<file path="src/rtl/grf_wb_arbiter.sv">
// Arbitrates the single GRF write port between pipeline writeback (A) and a queued long-latency source (B); grant registered into grf_* one edge after request.
// B backpressure: b_ready = !full from registered occupancy; starved B head forces a 1-cycle stall_a drain. Optional trace: GRF_WB_TRACE_EN.
module grf_wb_arbiter #(
  parameter int DEPTH      = 4,
  parameter int STARVE_MAX = 8
) (
  input  logic                       clk,
  input  logic                       Reset,
  input  logic                       a_we,
  input  logic [4:0]                 a_wa,
  input  logic [31:0]                a_wd,
  input  logic [31:0]                a_pc,
  input  logic                       b_valid,
  output logic                       b_ready,
  input  logic [4:0]                 b_wa,
  input  logic [31:0]                b_wd,
  input  logic [31:0]                b_pc,
  input  logic [4:0]                 q_ra1,
  input  logic [4:0]                 q_ra2,
  output logic                       q_hit1,
  output logic                       q_hit2,
  output logic                       stall_a,
  output logic [$clog2(DEPTH+1)-1:0] b_count,
  output logic                       grf_we,
  output logic [4:0]                 grf_wa,
  output logic [31:0]                grf_wd,
  output logic [31:0]                grf_pc
);

  localparam int PW = $clog2(DEPTH);
  localparam int CW = $clog2(DEPTH+1);

  typedef enum logic {NORMAL, DRAIN} state_t;

  typedef struct packed {
    logic [4:0]  wa;
    logic [31:0] wd;
    logic [31:0] pc;
  } ent_t;

  ent_t          mem_q [DEPTH];
  ent_t          mem_d [DEPTH];
  logic [PW-1:0] rd_ptr_q, rd_ptr_d, wr_ptr_q, wr_ptr_d;
  logic [CW-1:0] count_q, count_d;
  logic [7:0]    starve_q, starve_d;
  state_t        state_q, state_d;
  logic          rdy_en_q;
  logic          grf_we_q, grf_we_d;
  logic          grf_isb_q, grf_isb_d;
  logic [4:0]    grf_wa_q, grf_wa_d;
  logic [31:0]   grf_wd_q, grf_wd_d;
  logic [31:0]   grf_pc_q, grf_pc_d;

  logic             full, empty, push, pop, a_req, grant_a;
  logic [DEPTH-1:0] ent_vld;
  logic [PW-1:0]    off;

  assign full    = (count_q == CW'(DEPTH));
  assign empty   = (count_q == '0);
  // rdy_en_q keeps b_ready low through reset and raises it on the first edge after.
  assign b_ready = rdy_en_q && !full;
  assign push    = b_valid && b_ready && (b_wa != 5'd0);
  assign a_req   = a_we && (a_wa != 5'd0);

  always_comb begin
    state_d  = state_q;
    starve_d = starve_q;
    pop      = 1'b0;
    grant_a  = 1'b0;
    case (state_q)
      NORMAL: begin
        if (a_req) begin
          grant_a = 1'b1;
          if (!empty) starve_d = starve_q + 8'd1;
        end else if (!empty) begin
          pop      = 1'b1;
          starve_d = '0;
        end else begin
          starve_d = '0;
        end
        if (starve_d == 8'(STARVE_MAX)) state_d = DRAIN;
      end
      DRAIN: begin
        pop      = !empty;
        starve_d = '0;
        state_d  = NORMAL;
      end
      default: state_d = NORMAL;
    endcase
  end

  always_comb begin
    for (int i = 0; i < DEPTH; i++) mem_d[i] = mem_q[i];
    if (push) mem_d[wr_ptr_q] = '{wa: b_wa, wd: b_wd, pc: b_pc};
    wr_ptr_d = push ? wr_ptr_q + 1'b1 : wr_ptr_q;
    rd_ptr_d = pop  ? rd_ptr_q + 1'b1 : rd_ptr_q;
    case ({push, pop})
      2'b10:   count_d = count_q + 1'b1;
      2'b01:   count_d = count_q - 1'b1;
      default: count_d = count_q;
    endcase
  end

  always_comb begin
    grf_we_d  = grant_a || pop;
    grf_isb_d = grf_isb_q;
    grf_wa_d  = grf_wa_q;
    grf_wd_d  = grf_wd_q;
    grf_pc_d  = grf_pc_q;
    if (grant_a) begin
      grf_isb_d = 1'b0;
      grf_wa_d  = a_wa;
      grf_wd_d  = a_wd;
      grf_pc_d  = a_pc;
    end else if (pop) begin
      grf_isb_d = 1'b1;
      grf_wa_d  = mem_q[rd_ptr_q].wa;
      grf_wd_d  = mem_q[rd_ptr_q].wd;
      grf_pc_d  = mem_q[rd_ptr_q].pc;
    end
  end

  // A slot is live when its distance from the read pointer is below the occupancy.
  always_comb begin
    ent_vld = '0;
    off     = '0;
    for (int i = 0; i < DEPTH; i++) begin
      off        = PW'(i) - rd_ptr_q;
      ent_vld[i] = (CW'(off) < count_q);
    end
  end

  function automatic logic pending(input logic [4:0] ra);
    logic hit;
    hit = grf_we_q && grf_isb_q && (grf_wa_q == ra);
    for (int i = 0; i < DEPTH; i++)
      if (ent_vld[i] && (mem_q[i].wa == ra)) hit = 1'b1;
    return hit && (ra != 5'd0);
  endfunction

  assign q_hit1  = pending(q_ra1);
  assign q_hit2  = pending(q_ra2);
  assign stall_a = (state_q == DRAIN);
  assign b_count = count_q;
  assign grf_we  = grf_we_q;
  assign grf_wa  = grf_wa_q;
  assign grf_wd  = grf_wd_q;
  assign grf_pc  = grf_pc_q;

  always_ff @(posedge clk or posedge Reset) begin
    if (Reset) begin
      for (int i = 0; i < DEPTH; i++) mem_q[i] <= '0;
      rd_ptr_q  <= '0;
      wr_ptr_q  <= '0;
      count_q   <= '0;
      starve_q  <= '0;
      state_q   <= NORMAL;
      rdy_en_q  <= 1'b0;
      grf_we_q  <= 1'b0;
      grf_isb_q <= 1'b0;
      grf_wa_q  <= '0;
      grf_wd_q  <= '0;
      grf_pc_q  <= '0;
    end else begin
      for (int i = 0; i < DEPTH; i++) mem_q[i] <= mem_d[i];
      rd_ptr_q  <= rd_ptr_d;
      wr_ptr_q  <= wr_ptr_d;
      count_q   <= count_d;
      starve_q  <= starve_d;
      state_q   <= state_d;
      rdy_en_q  <= 1'b1;
      grf_we_q  <= grf_we_d;
      grf_isb_q <= grf_isb_d;
      grf_wa_q  <= grf_wa_d;
      grf_wd_q  <= grf_wd_d;
      grf_pc_q  <= grf_pc_d;
    end
  end

`ifdef GRF_WB_TRACE_EN
  always @(posedge clk) begin
    if (!Reset && grf_we_q) $display("@%h: $%d <= %h", grf_pc_q, grf_wa_q, grf_wd_q);
    if (!Reset && grant_a && pending(a_wa))
      $display("warning: A write to $%0d while a B write to it is pending", a_wa);
  end
`else
  // Trace disabled: no simulation output.
`endif

endmodule
</file>
<file path="config.mk">
export PLATFORM = sky130hd
export DESIGN_NAME = grf_wb_arbiter
export DESIGN_NICKNAME = d
export VERILOG_FILES = /design/src/rtl/grf_wb_arbiter.sv
export SDC_FILE = /design/constraint.sdc
export NUM_CORES = 1
export LEC_CHECK = 0
export BUFFER_PORTS_ARGS = -buffer_cell sky130_fd_sc_hd__buf_4
export CAP_MARGIN = 20
export CELL_PAD_IN_SITES_DETAIL_PLACEMENT = 1
export CELL_PAD_IN_SITES_GLOBAL_PLACEMENT = 2
export CORE_ASPECT_RATIO = 1.1
export CORE_MARGIN = 3
export CORE_UTILIZATION = 44
export CTS_CLUSTER_SIZE = 40
export DETAILED_ROUTE_END_ITERATION = 10
export HOLD_SLACK_MARGIN = 0.08
export PLACE_DENSITY_LB_ADDON = 0.1
export SETUP_SLACK_MARGIN = 0.5
export SYNTH_ARGS = -nofsm -noshare
export SYNTH_HDL_FRONTEND = slang
export SYNTH_SLANG_ARGS = --single-unit
</file>
<file path="constraint.sdc">
create_clock -name clk -period 18.75 [get_ports clk]
set_clock_uncertainty 0.1 [all_clocks]
set_input_delay 3.75 -clock clk [delete_from_list [all_inputs] [get_ports clk]]
set_output_delay 3.75 -clock clk [all_outputs]
set_load 0.01 [all_outputs]
</file>
Yosys cells after proc, flatten, opt, wreduce, memory -nomap -nowiden. Cells that the tools add are included.

Add/subtract/negate cells: 9. $lt $le $gt $ge: 7. Eq/ne operators: 14. Muxes and demuxes: 34. Bitwise operators: 3. Reduce and logical (&&, ||, !) cells: 28.

Operator list (number): bitwise mux 276 bit (1); 2-to-1 mux 69 bit (3); binary-select mux 69 bit (select 2 bit) (1); demux 69 bit (select 2 bit) (1); 2-to-1 mux 32 bit (4); == test 5 bit (10); 2-to-1 mux 8 bit (3); nonzero test 5 bit (4); logical AND 1 bit (18); one-hot mux 8 bit (2 select lines) (1); 2-to-1 mux 1 bit (15); < comparator 2 x 3 -> 1 bit (4); 2-to-1 mux 5 bit (2); adder 8 x 1 -> 8 bit, second input constant (1); == test 8 x 4 -> 1 bit, second input constant (1); >= comparator 3 bit, second input constant (2); NOT 2 -> 3 bit (2); one-hot mux 3 bit (2 select lines) (1); adder 2 x 1 -> 2 bit, second input constant (2); one-hot mux 1 bit (2 select lines) (2); nonzero test 2 bit (2); subtractor 1 x 2 -> 2 bit, first input constant (2); subtractor 2 bit, first input constant (2); adder 3 x 1 -> 3 bit, second input constant (1); 9 further kinds (10).

Flip-flop bits (word level): 364. Input port bits: 152. Output and inout port bits: 77. Word-level logic and storage cells: 118.

Logic depth before layout (Yosys ltp). Gate-level depths: netlist of the first run.

Depth after elaboration: 8. Mapped depth: 11. Depth with buffers taken out: 10.

Worst setup path before layout of the first run. No wires, ideal clock.

Kind: input to output. Start: in q_ra1[3]. End: out q_hit1. Arrival time: 4.716 ns. Required time: 14.900 ns. Path slack: 10.184 ns. Cell stages on the path: 6. Buffers on the path: 1. Cells stage by stage: clkbuf_1 -> xor2_1 -> nor4_1 -> nand4_1 -> nand4_1 -> o22a_1.

Longest elaborated chain between the ends: 7. Elaborated cells on any way between the ends: 16. Classes of those cells: eq/ne: 5; mux: 4; reduce/logical: 7.

Ends and longest elaborated chain: start, declared (RTL line 18) `input logic [4:0] q_ra1,`; == test 5 bit (on tied branches) (RTL line 135, 137); logical AND 1 bit (on tied branches) (RTL line 135, 137); 2-to-1 mux 1 bit (4 in a row) (RTL line 137) `if (ent_vld[i] && (mem_q[i].wa == ra)) hit = 1'b1;`; logical AND 1 bit * (RTL line 138) `return hit && (ra != 5'd0);`; end, declared (RTL line 20) `output logic q_hit1,`.

Mark *: on every way between the ends. The rest lies on a longest branch, timed or not.

Final worst setup path of the first run. Ends and elaborated chain as after synthesis.

==> reports/qor_table.md, run 1 <==
| Stage | Item | This run |
|---|---|---|
| cells and area | Total non-filler cell area in the finished layout | 0.0203 mm² |
| critical path | Critical Path AT | 4840 ps |
| logic synthesis | Net count of the mapped netlist | 1335 |
| floorplan | Die area | 0.0411 mm² |
| cells and area | Leading cell types in the layout, fill and taps excluded | sky130_fd_sc_hd__dfrtp_1 (362), sky130_fd_sc_hd__buf_4 (238), sky130_fd_sc_hd__mux2_2 (236) |
| route | Detail-routed net length per standard cell | 21.1 µm |
| outcome | Outcome | finished clean |
| critical path | Slowest cell on the critical path | sky130_fd_sc_hd__nor4_1 |
| critical path | Crit start category | primary input |
| power | Sw Ratio | 31.1% |
| route | Vias | 10.3k |
| route | Violation count after the first detailed-routing iteration | 447 |
| timing | Total negative slack for setup checks | 0 ps |
| cells and area | Utilization after layout | 53.9% |
| critical path | Data required time of the critical path | 14900 ps |
| critical path | Type of element capturing the critical path | primary output |
| power | Internal power | 2.44 mW |
| route | Via/cell ratio | 5.40 |
| logic synthesis | Share of synthesized area occupied by flip-flops and latches | 53.6% |
| placed design | Port Buffers | 228 |
| placed design | Cell count after placement | 1824 |
| logic synthesis | Mean post-synth cell area | 14.5 µm² |
| floorplan | Initial standard-cell utilization of the core | 45.1% |
| worst hold path | Type of the tightest min-delay check | flop to flop |
| grt | Total grt overflow | 0 |
| timing | Final hold slack | 399 ps |
| grt | All-layer global routing usage | 19.5% |
| clocking | Post-CTS setup buffer count | 0 |
| worst hold path | Hold Startpoint | mem_q[103] |
| power | Combinational Power Share | 36.9% |
| logic synthesis | Share of the synthesized area in compound gates (AO/OA/AOI/OAI) | 2.73% |
| floorplan | Std-Cell Rows | 74 |
| clocking | Number of CTS-inserted buffers | 41 |
| clocking | Deepest clock path buffer count | 3 |
| timing | Maximum operating frequency | 115 MHz |
| critical path | Largest driver fanout on the critical path | 6 |
| floorplan | Y dimension of the die | 212 µm |
| power | Leakage dissipation | 9.55 nW |
| logic synthesis | Flops & latches, synth | 364 |
| logic synthesis | Simple-gate portion of the synthesized area | 3.79% |
| clocking | H-tree lvl count | 2 |
| logic synthesis | Count of synthesis-stage warnings from yosys | 0 |
| cells and area | Share of post-route cells with drive strength above 1 | 46.9% |
| logic synthesis | Synthesized area | 0.0170 mm² |
| logic synthesis | Fraction of the mapped netlist area in adder cells | 0.853% |
| critical path | Launching point of the worst reg2reg path | b_count[0] |
| logic synthesis | Gate count after technology mapping | 1172 |
| power | Clock network power share | 22.6% |
| cells and area | # nets final | 1537 |
| cells and area | Most common library cell in the layout ignoring fill and taps | sky130_fd_sc_hd__dfrtp_1 |
| floorplan | Core area | 0.0377 mm² |
| timing | Slew Limit Fails | 0 |
| clocking | CTS tree | yes |
| grt | Via count of the first global-routing pass | 11.3k |
| flow run | Max cap viols | 0 |
| logic synthesis | Main combinational cell family by area after synthesis | multiplexers |
| route | Number of routed nets with antenna violations | 0 |
| cells and area | P&R area growth vs syn | 19.5% |
| placed design | Final weighted congestion in routability-driven placement | 0.778 |
| cells and area | Cell Count, Final, Fillers Out | 1899 |
| logic synthesis | Count of different cell masters after synthesis | 45 |
| clocking | Root buffer cell | sky130_fd_sc_hd__clkbuf_16 |
| logic synthesis | EDFF count, synth | 0 |
| power | Psw | 1.10 mW |
| floorplan | Die width | 193 µm |
| placed design | Detailed placement HPWL | 25200 µm |
| grt | Maximum number of pins on one net before global-route repair | 163 |
| grt | Wire length of the first global-routing pass | 64100 µm |
| critical path | Worst Path Class, Setup | primary input to primary output |
| clocking | Post-CTS clock slew at the launch and capture registers of the worst setup and hold paths | 60 ps |
| floorplan | Count of pins on the block boundary | 229 |
| critical path | Cell Chain, Critical Path | buf_4 > xor2_1 > nor4_1 > nand4_1 > nand4_1 > o22a_1 > buf_4 |
| critical path | Worst setup path startpoint | q_ra1[3] |
| logic synthesis | Xor and xnor area share after synthesis | 3.35% |
| timing | Measured slew at the worst slew-check pin | 993 ps |
| power | Power density relative to cell area | 174 mW/mm² |
| clocking | Clk Latency, worst-skew pair | 530 ps |
| grt | Number of antenna violations at the first check in global routing | 1 |
| timing | Setup Viol. Count Final | 0 |
| clocking | Number of hold-repair buffers added at the cts stage | 0 |
| clocking | Post-CTS sizing | 0 |
| logic synthesis | Proportion of register bits with asynchronous set or reset after synthesis | 100% |
| route | Remaining routing DRC violations | 0 |
| route | Wire length reported by the detailed router | 40100 µm |
| power | Part of the total power dissipated in sequential elements | 40.5% |
| timing | Max transition margin | 33.8% |
| cells and area | Antenna cell count | 0 |
| timing | Fin crit share | 46.4% |
| logic synthesis | Primary FF master, synth | sky130_fd_sc_hd__dfrtp_1 |
| timing | Min Tclk post-route | 8690 ps |
| timing | RSZ-0062 raised after global routing | no |
| critical path | Slowest stage delay, CP | 270 ps |
| timing | Number of hold violations in the final report | 0 |
| power | Maximum vdd drop | 0.0807 mV |
| route | Initial DRT Pass Iterations | 4 |
| clocking | Number of clock sinks seen by CTS | 364 |
| placed design | Placed standard-cell area | 0.0189 mm² |
| logic synthesis | Share of cell area taken by muxes after synthesis | 32.4% |
[state kept, by name, indices dropped and copies added, names as in the netlist, 2 cells and up]
signal and count:
grf_wd 32, b_count 3, mem_q 276, rd_ptr_q 2
starve_q 8, grf_wa 5, wr_ptr_q 2, grf_pc 32
[path summary, 6_finish.rpt]
path,end,slack (ps),cells past startpoint
min,mem_q[103],400,1
min reg2reg,mem_q[103],400,1
max in group asynchronous,mem_q[166],13360,5
max reg2reg,mem_q[110],15700,5
min in group asynchronous,grf_wa[0],3200,2
max,q_hit1,10060,7
[synthesized netlist by cell type (13+ instances only)]
| cell | instances | share of area (%) |
|---|---|---|
| sky130_fd_sc_hd__mux2i_1 | 70 | 4.1 |
| sky130_fd_sc_hd__mux2_2 | 236 | 16 |
| sky130_fd_sc_hd__nand2_1 | 80 | 1.8 |
| sky130_fd_sc_hd__buf_2 | 18 | 0.53 |
| sky130_fd_sc_hd__xor2_1 | 36 | 1.9 |
| sky130_fd_sc_hd__mux2_4 | 40 | 3.5 |
| sky130_fd_sc_hd__clkbuf_1 | 30 | 0.66 |
| sky130_fd_sc_hd__o21ai_0 | 72 | 2.1 |
| sky130_fd_sc_hd__nor2_1 | 13 | 0.29 |
| sky130_fd_sc_hd__mux4_2 | 69 | 9.1 |
| sky130_fd_sc_hd__dfrtp_1 | 364 | 54 |
| sky130_fd_sc_hd__xnor2_1 | 29 | 1.5 |
| sky130_fd_sc_hd__buf_4 | 20 | 0.88 |
[power groups by stage]
| stage | clock network, mW | registers, mW | logic, mW |
|---|---|---|---|
| finish | 0.800 | 1.44 | 1.31 |
| global route | 0.859 | 1.49 | 1.43 |
| CTS | 0.823 | 1.44 | 1.34 |
| detailed placement | 0 | 1.45 | 1.33 |
| global placement | 0 | 1.44 | 1.30 |
| floorplan | 0 | 1.37 | 0.979 |
[stage by stage]
stage	worst slack (ps)	power, mW
2_1_floorplan	4800	2.35
3_3_place_gp	10030	2.73
3_5_place_dp	10050	2.78
4_1_cts	10050	3.60
5_1_grt	9950	3.78
6_report	10060	3.54
[cell type report]
type | count | area, µm²
clock buffers | 63 | 1230
clock inverters | 11 | 116
fillers | 3701 | 17400
inverters | 11 | 48.8
multi-input cells | 716 | 7360
flip-flops and latches | 364 | 9120
well taps | 494 | 618
repair buffers | 240 | 1830
[cells by family (layout without fill, tap and decap cells)]
kind of cell	Yosys count	in the layout
muxes	415	415
and+or+nand+nor	138	138
AOI/OAI and AO/OA	86	86
other	1	1
xor gates and xnor gates	65	65
DFF	364	364
buffers and inverters	92	325
adders and majority gates	11	11
[routing by layer]
layer	vias up	part of all wire, %	wire length (µm)	track usage [%]
li1	4636	-	-	-
met1	5382	44	17400	25.8
met2	189	50	20200	33.7
met3	53	4.3	1710	3.99
met4	2	1.7	696	4.37
met5	-	0.032	13	0
[critical path, delay by kind of cell]
kind,cells,cell delay [ps]
AND/OR/NAND/NOR,3,520
AO/OA/AOI/OAI,1,160
buffers and inverters,2,270
XOR/XNOR,1,140
No activity file was read; power rests on OpenSTA's default activity.
==> inputs of run 2 (changes only) <==
ABC_AREA = 1   (was default)
CORE_UTILIZATION = 34   (was 44)
clock period = 9.1 ns   (was 18.75 ns; I/O delays follow)
==> reports/qor_table.md, run 2 <==
| Stage | Item | This run | Delta |
|---|---|---|---|
| outcome | Outcome | finished clean | unchanged |
| route | Detail-routed net length per standard cell | 18.2 µm | was 21.1 µm |
| grt | Number of antenna violations at the first check in global routing | 2 | was 1 |
| critical path | Slowest cell on the critical path | sky130_fd_sc_hd__buf_4 | was sky130_fd_sc_hd__nor4_1 |
| floorplan | Core area | 0.0469 mm² | was 0.0377 mm² |
| timing | Number of hold violations in the final report | 0 | unchanged |
| grt | All-layer global routing usage | 20.0% | was 19.5% |
| cells and area | Most common library cell in the layout ignoring fill and taps | sky130_fd_sc_hd__nand2_1 | was sky130_fd_sc_hd__dfrtp_1 |
| cells and area | Antenna cell count | 0 | unchanged |
| cells and area | Cell Count, Final, Fillers Out | 2770 | was 1899 |
| critical path | Worst Path Class, Setup | flop to primary output | was primary input to primary output |
| timing | Fin crit share | 57.1% |  |
| timing | Slack of the critical path | 3910 ps | was 10060 ps |
| clocking | Clk Latency, worst-skew pair | 550 ps | was 530 ps |
| placed design | Placed standard-cell area | 0.0184 mm² | was 0.0189 mm² |
| logic synthesis | Leading post-synthesis cells by cell area | sky130_fd_sc_hd__dfrtp_1 (56%), sky130_fd_sc_hd__nand2_1 (16%), sky130_fd_sc_hd__o21ai_1 (8.5%) | was sky130_fd_sc_hd__dfrtp_1 (54%), sky130_fd_sc_hd__mux2_2 (16%), sky130_fd_sc_hd__mux4_2 (9.1%) |
| critical path | Crit-path most repeated cell | sky130_fd_sc_hd__nor2_1 |  |
| critical path | Launching point of the worst reg2reg path | b_count[0] | unchanged |
| route | Vias | 13.6k | was 10.3k |
| route | Number of routed nets with antenna violations | 0 | unchanged |
| route | Initial DRT Pass Iterations | 4 | unchanged |
| timing | Total negative slack for setup checks | 0 ps | unchanged |
| power | Maximum vdd drop | 0.145 mV | was 0.0807 mV |
| placed design | Detailed placement HPWL | 31200 µm | was 25200 µm |
| cells and area | P&R area growth vs syn | 21.3% | was 19.5% |
| floorplan | Std-Cell Rows | 83 | was 74 |
| logic synthesis | Fraction of post-synthesis cell area in the top cell type by area | 56.0% | was 53.6% |
| cells and area | # nets final | 2264 | was 1537 |
| power | Power density relative to cell area | 343 mW/mm² | was 174 mW/mm² |
| timing | Measured slew at the worst slew-check pin | 1070 ps | was 993 ps |
| floorplan | Die width | 215 µm | was 193 µm |
| grt | Met1 GRT Util | 26.7% | was 25.8% |
| critical path | Type of element capturing the critical path | primary output | unchanged |
| logic synthesis | Primary FF master, synth | sky130_fd_sc_hd__dfrtp_1 | unchanged |
| worst hold path | Hold-critical path depth | 2 | was 1 |
| critical path | Depth of the worst register-to-register path | 8 | was 5 |
| grt | Via count of the first global-routing pass | 14.6k | was 11.3k |
| grt | Met2 Track Usage GR | 34.4% | was 33.7% |
| timing | Max transition margin | 28.7% | was 33.8% |
| placed design | Final weighted congestion in routability-driven placement | 0.838 | was 0.778 |
| clocking | Number of clock sinks seen by CTS | 364 | unchanged |
| power | Leakage dissipation | 9.82 nW | was 9.55 nW |
| floorplan | Die area | 0.0505 mm² | was 0.0411 mm² |
| grt | Global-route layer with the greatest usage | met2 | unchanged |
| clocking | Post-CTS sizing | 0 | unchanged |
| placed design | Port Buffers | 228 | unchanged |
| cells and area | Leading cell types in the layout, fill and taps excluded | sky130_fd_sc_hd__nand2_1 (700), sky130_fd_sc_hd__dfrtp_1 (364), sky130_fd_sc_hd__o21ai_1 (277) | was sky130_fd_sc_hd__dfrtp_1 (362), sky130_fd_sc_hd__buf_4 (238), sky130_fd_sc_hd__mux2_2 (236) |
| critical path | Largest driver fanout on the critical path | 70 | was 6 |
| clocking | Number of hold-repair buffers added at the cts stage | 0 | unchanged |
| worst hold path | Type of the tightest min-delay check | flop to flop | unchanged |
| logic synthesis | Count of different cell masters after synthesis | 29 | was 45 |
| grt | Wire length of the first global-routing pass | 81500 µm | was 64100 µm |
| timing | Maximum operating frequency | 193 MHz |  |
| timing | RSZ-0062 raised after global routing | no | unchanged |
| route | Violation count after the first detailed-routing iteration | 630 | was 447 |
| worst hold path | Min-Delay Endpoint | mem_q[106] | was mem_q[103] |
| logic synthesis | Flops & latches, synth | 364 | unchanged |
| timing | Slew Limit Fails | 0 | unchanged |
| logic synthesis | Commonest cells in the netlist | sky130_fd_sc_hd__nand2_1 (704), sky130_fd_sc_hd__dfrtp_1 (364), sky130_fd_sc_hd__o21ai_1 (277), sky130_fd_sc_hd__nand3_1 (150), sky130_fd_sc_hd__inv_1 (114) | was sky130_fd_sc_hd__dfrtp_1 (364), sky130_fd_sc_hd__mux2_2 (236), sky130_fd_sc_hd__nand2_1 (80), sky130_fd_sc_hd__o21ai_0 (72), sky130_fd_sc_hd__mux2i_1 (70) |
| cells and area | Area of the multi-input gates | 0.00624 mm² | was 0.00736 mm² |
| timing | Min Tclk post-route | 5190 ps |  |
| critical path | Slowest stage delay, CP | 770 ps | was 270 ps |
| logic synthesis | Proportion of register bits with asynchronous set or reset after synthesis | 100% | unchanged |
| critical path | Crit start category | flop | was primary input |
| clocking | H-tree lvl count | 2 | unchanged |
| logic synthesis | Count of synthesis-stage warnings from yosys | 0 | unchanged |
| timing | Setup Viol. Count Final | 0 | unchanged |
| route | Via/cell ratio | 4.90 | was 5.40 |
| grt | Met3 capacity usage during global routing | 3.68% | was 3.99% |
| clocking | Number of CTS-inserted buffers | 42 | was 41 |
| critical path | Family of cells with the greatest summed delay on the critical path | buffers and inverters | was simple AND/OR/NAND/NOR gates |
| cells and area | Max reg flops | 276 | unchanged |
| cells and area | Filler Cell Count | 5609 | was 3701 |
| logic synthesis | Gate count after technology mapping | 1933 | was 1172 |
| clocking | Root buffer cell | sky130_fd_sc_hd__clkbuf_16 | unchanged |
| cells and area | Register area | 0.00911 mm² | was 0.00912 mm² |
| logic synthesis | Share of synthesized area occupied by flip-flops and latches | 56.0% | was 53.6% |
| route | Wire length reported by the detailed router | 50300 µm | was 40100 µm |
| logic synthesis | Library cell occupying the most area in the post-synthesis netlist | sky130_fd_sc_hd__dfrtp_1 | unchanged |
| floorplan | Count of pins on the block boundary | 229 | unchanged |
| worst hold path | Hold Startpoint | mem_q[106] | was mem_q[103] |
| flow run | Max cap viols | 0 | unchanged |
| clocking | Deepest clock path buffer count | 3 | unchanged |
| cells and area | Top reg by flops | mem_q | unchanged |
| grt | Total grt overflow | 0 | unchanged |
| critical path | Cell Chain, Critical Path | inv_1 > nor2_4 > buf_4 > nor2_1 > inv_1 > ha_1 > a21oi_1 > nor2_1 > nor2_1 > nand2_1 > nand2_1 > nor2_1 > nor2_1 > buf_4 | was buf_4 > xor2_1 > nor4_1 > nand4_1 > nand4_1 > o22a_1 > buf_4 |
| grt | Maximum number of pins on one net before global-route repair | 162 | was 163 |
| placed design | Worst Setup Slack post-DPL | 4350 ps | was 10050 ps |
| critical path | Data required time of the critical path | 7180 ps | was 14900 ps |
| clocking | CTS tree | yes | unchanged |
| route | Remaining routing DRC violations | 0 | unchanged |
| cells and area | Total non-filler cell area in the finished layout | 0.0197 mm² | was 0.0203 mm² |
| logic synthesis | Mean post-synth cell area | 8.42 µm² | was 14.5 µm² |
| critical path | Register-to-register path setup slack | 6130 ps | was 15700 ps |
| logic synthesis | EDFF count, synth | 0 | unchanged |
| critical path | Number of buffers and inverters on the critical path | 4 | was 2 |
| logic synthesis | Synthesized area | 0.0163 mm² | was 0.0170 mm² |
| critical path | Reg-to-Reg End | mem_q[127] | was mem_q[110] |
| floorplan | Initial standard-cell utilization of the core | 34.7% | was 45.1% |
| cells and area | Share of post-route cells with drive strength above 1 | 14.9% | was 46.9% |
| power | Power, Total | 6.77 mW | was 3.54 mW |
| critical path | Critical Path AT | 3270 ps | was 4840 ps |
| clocking | Post-CTS setup buffer count | 0 | unchanged |
| placed design | Cell count after placement | 2694 | was 1824 |
| floorplan | Y dimension of the die | 235 µm | was 212 µm |
| clocking | Post-CTS clock slew at the launch and capture registers of the worst setup and hold paths | 60 ps | about the same |
| logic synthesis | Net count of the mapped netlist | 2096 | was 1335 |
| logic synthesis | Most used standard cell by instance count after synthesis | sky130_fd_sc_hd__nand2_1 | was sky130_fd_sc_hd__dfrtp_1 |
run 2: changes by cell type after synthesis, moves of 65 or more:
cell / previous run / this run
sky130_fd_sc_hd__a22oi_1: 0 / 70
sky130_fd_sc_hd__inv_1: 10 / 114
sky130_fd_sc_hd__mux2_2: 236 / 0
sky130_fd_sc_hd__mux2i_1: 70 / 0
sky130_fd_sc_hd__mux4_2: 69 / 0
sky130_fd_sc_hd__nand2_1: 80 / 704
sky130_fd_sc_hd__nand3_1: 4 / 150
sky130_fd_sc_hd__o21ai_0: 72 / 7
sky130_fd_sc_hd__o21ai_1: 0 / 277
run 2: per-stage QoR:
step	hold WS, ps	utilization [%]
after floorplan	359	-
after global placement	371	39.3
after CTS	393	42.1
after detailed placement	378	39.3
after global routing	410	42.1
final	387	42.1
run 2: how the worst max path moves through the flow:
stage | start | to | slack (ps) | cells past startpoint
after floorplan | Reset | b_count[0] | 2300 | 1
after global placement | q_ra1[4] | q_hit1 | 4370 | 11
after detailed placement | q_ra1[4] | q_hit1 | 4350 | 11
after CTS | rd_ptr_q[0] | q_hit1 | 3780 | 14
after global routing | rd_ptr_q[0] | q_hit1 | 3570 | 13
final | rd_ptr_q[0] | q_hit1 | 3910 | 14
run 2: layer usage:
metal  share of wire, %  up-vias
li1                   -     6608
met1                 46     6705
met2                 48      198
met3                4.0       52
met4                1.6        2
met5              0.026        -
run 2: layout make-up:
class                   instances  share of cell area [%]
well taps                     637                    4.04
multi-input cells            1333                    31.6
repair buffers                244                    9.34
flip-flops and latches        364                    46.1
clock buffers                  70                    6.47
clock inverters                 6                   0.171
inverters                     116                    2.22
run 2: report_power, final:
part / internal (mW) / switching [mW] / total [mW] / leakage [nW]
Clock: 0.953 / 0.673 / 1.63 / 0.646
Sequential: 2.34 / 0.459 / 2.80 / 4.56
Combinational: 0.921 / 1.42 / 2.34 / 4.62
Total: 4.22 / 2.55 / 6.77 / 9.82
run 2: worst reg2reg max path: cells and delay by family (launching register included):
family | cells | cell delay, ps
AND/OR/NAND/NOR | 5 | 1310
flip-flops | 1 | 460
AO/OA/AOI/OAI | 2 | 220
buffers and inverters | 1 | 810
run 2: cell families (layout without fill, tap and decap cells):
logic type	after synthesis	count (layout)	synth area share (%)
other	1	1	0.0230
AOI/OAI and AO/OA	370	370	12.6
and+or+nand+nor	913	913	22.4
buffers and inverters	236	436	6.01
adders and majority gates	11	11	0.892
xor gates and xnor gates	38	38	2.05
DFF	364	364	56.0
==> inputs of run 3 (changes only) <==
clock period = 4.9 ns   (was 9.1 ns; I/O delays follow)
==> reports/qor_table.md, run 3 (synthesis results as in run 2) <==
| Stage | Item | This run | Delta |
|---|---|---|---|
| grt | All-layer global routing usage | 19.5% | was 20.0% |
| floorplan | Initial standard-cell utilization of the core | 34.7% | unchanged |
| outcome | Outcome | finished clean | unchanged |
| timing | Maximum operating frequency | 274 MHz |  |
| grt | Total grt overflow | 0 | unchanged |
| route | Initial DRT Pass Iterations | 4 | unchanged |
| worst hold path | Hold Startpoint | mem_q[20] | was mem_q[106] |
| critical path | Type of element capturing the critical path | primary output | unchanged |
| route | Detail-routed net length per standard cell | 17.8 µm | was 18.2 µm |
| timing | Measured slew at the worst slew-check pin | 1060 ps | was 1070 ps |
| floorplan | Die width | 215 µm | unchanged |
| clocking | Clk Latency, worst-skew pair | 560 ps | was 550 ps |
| route | Wire length reported by the detailed router | 49400 µm | was 50300 µm |
| timing | Slack of the critical path | 1260 ps | was 3910 ps |
| grt | Maximum number of pins on one net before global-route repair | 111 | was 162 |
| cells and area | Share of post-route cells with drive strength above 1 | 15.4% | was 14.9% |
| cells and area | Total non-filler cell area in the finished layout | 0.0200 mm² | was 0.0197 mm² |
| timing | Number of hold violations in the final report | 0 | unchanged |
| clocking | Number of hold-repair buffers added at the cts stage | 0 | unchanged |
| critical path | Critical Path AT | 2560 ps | was 3270 ps |
| floorplan | Y dimension of the die | 235 µm | unchanged |
| floorplan | Core area | 0.0469 mm² | unchanged |
| critical path | Cell Chain, Critical Path | inv_1 > nor2_4 > nor2_1 > inv_1 > ha_1 > a21oi_1 > nor2_1 > nor2_1 > nand2_1 > nand2_1 > nor2_1 > nor2_1 > buf_4 | was inv_1 > nor2_4 > buf_4 > nor2_1 > inv_1 > ha_1 > a21oi_1 > nor2_1 > nor2_1 > nand2_1 > nand2_1 > nor2_1 > nor2_1 > buf_4 |
| timing | Min Tclk post-route | 3640 ps |  |
| cells and area | # nets final | 2268 | was 2264 |
| critical path | Launching point of the worst reg2reg path | b_count[2] | was b_count[0] |
| route | Number of routed nets with antenna violations | 0 | unchanged |
| timing | Fin crit share | 74.4% |  |
| flow run | Max cap viols | 0 | unchanged |
| timing | Final hold slack | 387 ps | about the same |
| clocking | Deepest clock path buffer count | 3 | unchanged |
| timing | RSZ-0062 raised after global routing | no | unchanged |
| floorplan | Std-Cell Rows | 83 | unchanged |
| timing | Setup Viol. Count Final | 0 | unchanged |
| cells and area | Most common library cell in the layout ignoring fill and taps | sky130_fd_sc_hd__nand2_1 | unchanged |
| placed design | Port Buffers | 228 | unchanged |
| timing | Max transition margin | 29.6% | was 28.7% |
| route | Remaining routing DRC violations | 0 | unchanged |
| critical path | Worst Path Class, Setup | flop to primary output | unchanged |
| critical path | Largest driver fanout on the critical path | 6 | was 70 |
| cells and area | Leading cell types in the layout, fill and taps excluded | sky130_fd_sc_hd__nand2_1 (700), sky130_fd_sc_hd__dfrtp_1 (364), sky130_fd_sc_hd__o21ai_1 (277) | unchanged |
| clocking | Number of CTS-inserted buffers | 42 | unchanged |
| clocking | Post-CTS clock slew at the launch and capture registers of the worst setup and hold paths | 60 ps | about the same |
| clocking | Post-CTS sizing | 0 | unchanged |
| power | Leakage dissipation | 9.96 nW | was 9.82 nW |
| power | Power density relative to cell area | 648 mW/mm² | was 343 mW/mm² |
| power | Maximum vdd drop | 0.316 mV | was 0.145 mV |
| placed design | Final weighted congestion in routability-driven placement | 0.776 | was 0.838 |
| route | Violation count after the first detailed-routing iteration | 665 | was 630 |
| worst hold path | Type of the tightest min-delay check | flop to flop | unchanged |
| critical path | Slowest cell on the critical path | sky130_fd_sc_hd__dfrtp_1 | was sky130_fd_sc_hd__buf_4 |
| route | Vias | 13.6k | about the same |
| cells and area | Cell Count, Final, Fillers Out | 2770 | unchanged |
| critical path | Data required time of the critical path | 3820 ps | was 7180 ps |
| floorplan | Die area | 0.0505 mm² | unchanged |
| cells and area | P&R area growth vs syn | 23.0% | was 21.3% |
| floorplan | Count of pins on the block boundary | 229 | unchanged |
| grt | Wire length of the first global-routing pass | 80100 µm | was 81500 µm |
| grt | Via count of the first global-routing pass | 14.4k | was 14.6k |
| critical path | Crit start category | flop | unchanged |
| clocking | CTS tree | yes | unchanged |
| clocking | Post-CTS setup buffer count | 0 | unchanged |
| clocking | Root buffer cell | sky130_fd_sc_hd__clkbuf_16 | unchanged |
| critical path | Family of cells with the greatest summed delay on the critical path | simple AND/OR/NAND/NOR gates | was buffers and inverters |
| placed design | Placed standard-cell area | 0.0185 mm² | was 0.0184 mm² |
| critical path | Crit-path most repeated cell | sky130_fd_sc_hd__nor2_1 | unchanged |
| critical path | Number of buffers and inverters on the critical path | 3 | was 4 |
| clocking | H-tree lvl count | 2 | unchanged |
| cells and area | Max reg flops | 276 | unchanged |
| critical path | Slowest stage delay, CP | 490 ps | was 770 ps |
| route | Via/cell ratio | 4.89 | was 4.90 |
| cells and area | Utilization after layout | 42.6% | was 42.1% |
| placed design | Cell count after placement | 2698 | was 2694 |
| placed design | Worst Setup Slack post-DPL | 1400 ps | was 4350 ps |
| timing | Slew Limit Fails | 0 | unchanged |
| critical path | Worst setup path startpoint | rd_ptr_q[1] | was rd_ptr_q[0] |
| clocking | Number of clock sinks seen by CTS | 364 | unchanged |
| grt | Number of antenna violations at the first check in global routing | 1 | was 2 |
| placed design | Detailed placement HPWL | 31700 µm | was 31200 µm |
| cells and area | Top reg by flops | mem_q | unchanged |
run 3: cell count changes in the layout (fill, tap and decap cells not counted), sizes merged:
| cell | change |
|---|---|
| diode | +1 |
| buf | +4 |
| inv | -1 |
| clkinv | +4 |
| clkbuf | -15 |
| bufinv | +7 |
run 3: layout make-up:
type | count | area [µm²]
diodes | 1 | 2.50
clock buffers | 55 | 1210
clock inverters | 16 | 255
fillers | 5630 | 26900
inverters | 116 | 439
multi-input cells | 1333 | 6240
flip-flops and latches | 364 | 9110
well taps | 637 | 797
repair buffers | 248 | 1960
run 3: tightest hold or removal path: stages (launching register included):
cell                      delay (ps)
sky130_fd_sc_hd__dfrtp_1         340
sky130_fd_sc_hd__nand2_1          50
sky130_fd_sc_hd__o21ai_1          60
run 3: layer usage:
metal / routed length (µm) / part of all wire, % / vias up / GRT usage (%)
li1: - / - / 6621 / -
met1: 23600 / 48 / 6716 / 27.1
met2: 23600 / 48 / 181 / 32.4
met3: 1570 / 3.2 / 40 / 3.18
met4: 611 / 1.2 / 0 / 4.25
met5: 0 / 0 / - / 0
run 3: per-stage QoR:
| stage | setup TNS, ps | power (mW) |
|---|---|---|
| finish | 0 | 13.0 |
| global route | 0 | 14.0 |
| CTS | 0 | 13.2 |
| detailed placement | 0 | 9.75 |
| global placement | 0 | 9.58 |
| floorplan | -386650 | 7.90 |
run 3: power breakdown:
group | switching, mW | total [mW] | internal [mW]
clock network | 1.26 | 3.35 | 2.10
logic | 2.68 | 4.42 | 1.74
registers | 0.853 | 5.20 | 4.35
total | 4.79 | 13.0 | 8.19
run 3: path summary, 6_finish.rpt:
check | to | slack [ps] | depth (start not counted)
max reg2reg | grf_wd[6] | 2270 | 8
min | mem_q[20] | 390 | 2
min in group asynchronous | mem_q[230] | 510 | 2
max | q_hit1 | 1260 | 13
max in group asynchronous | grf_isb_q | 3090 | 3
min reg2reg | mem_q[20] | 390 | 2
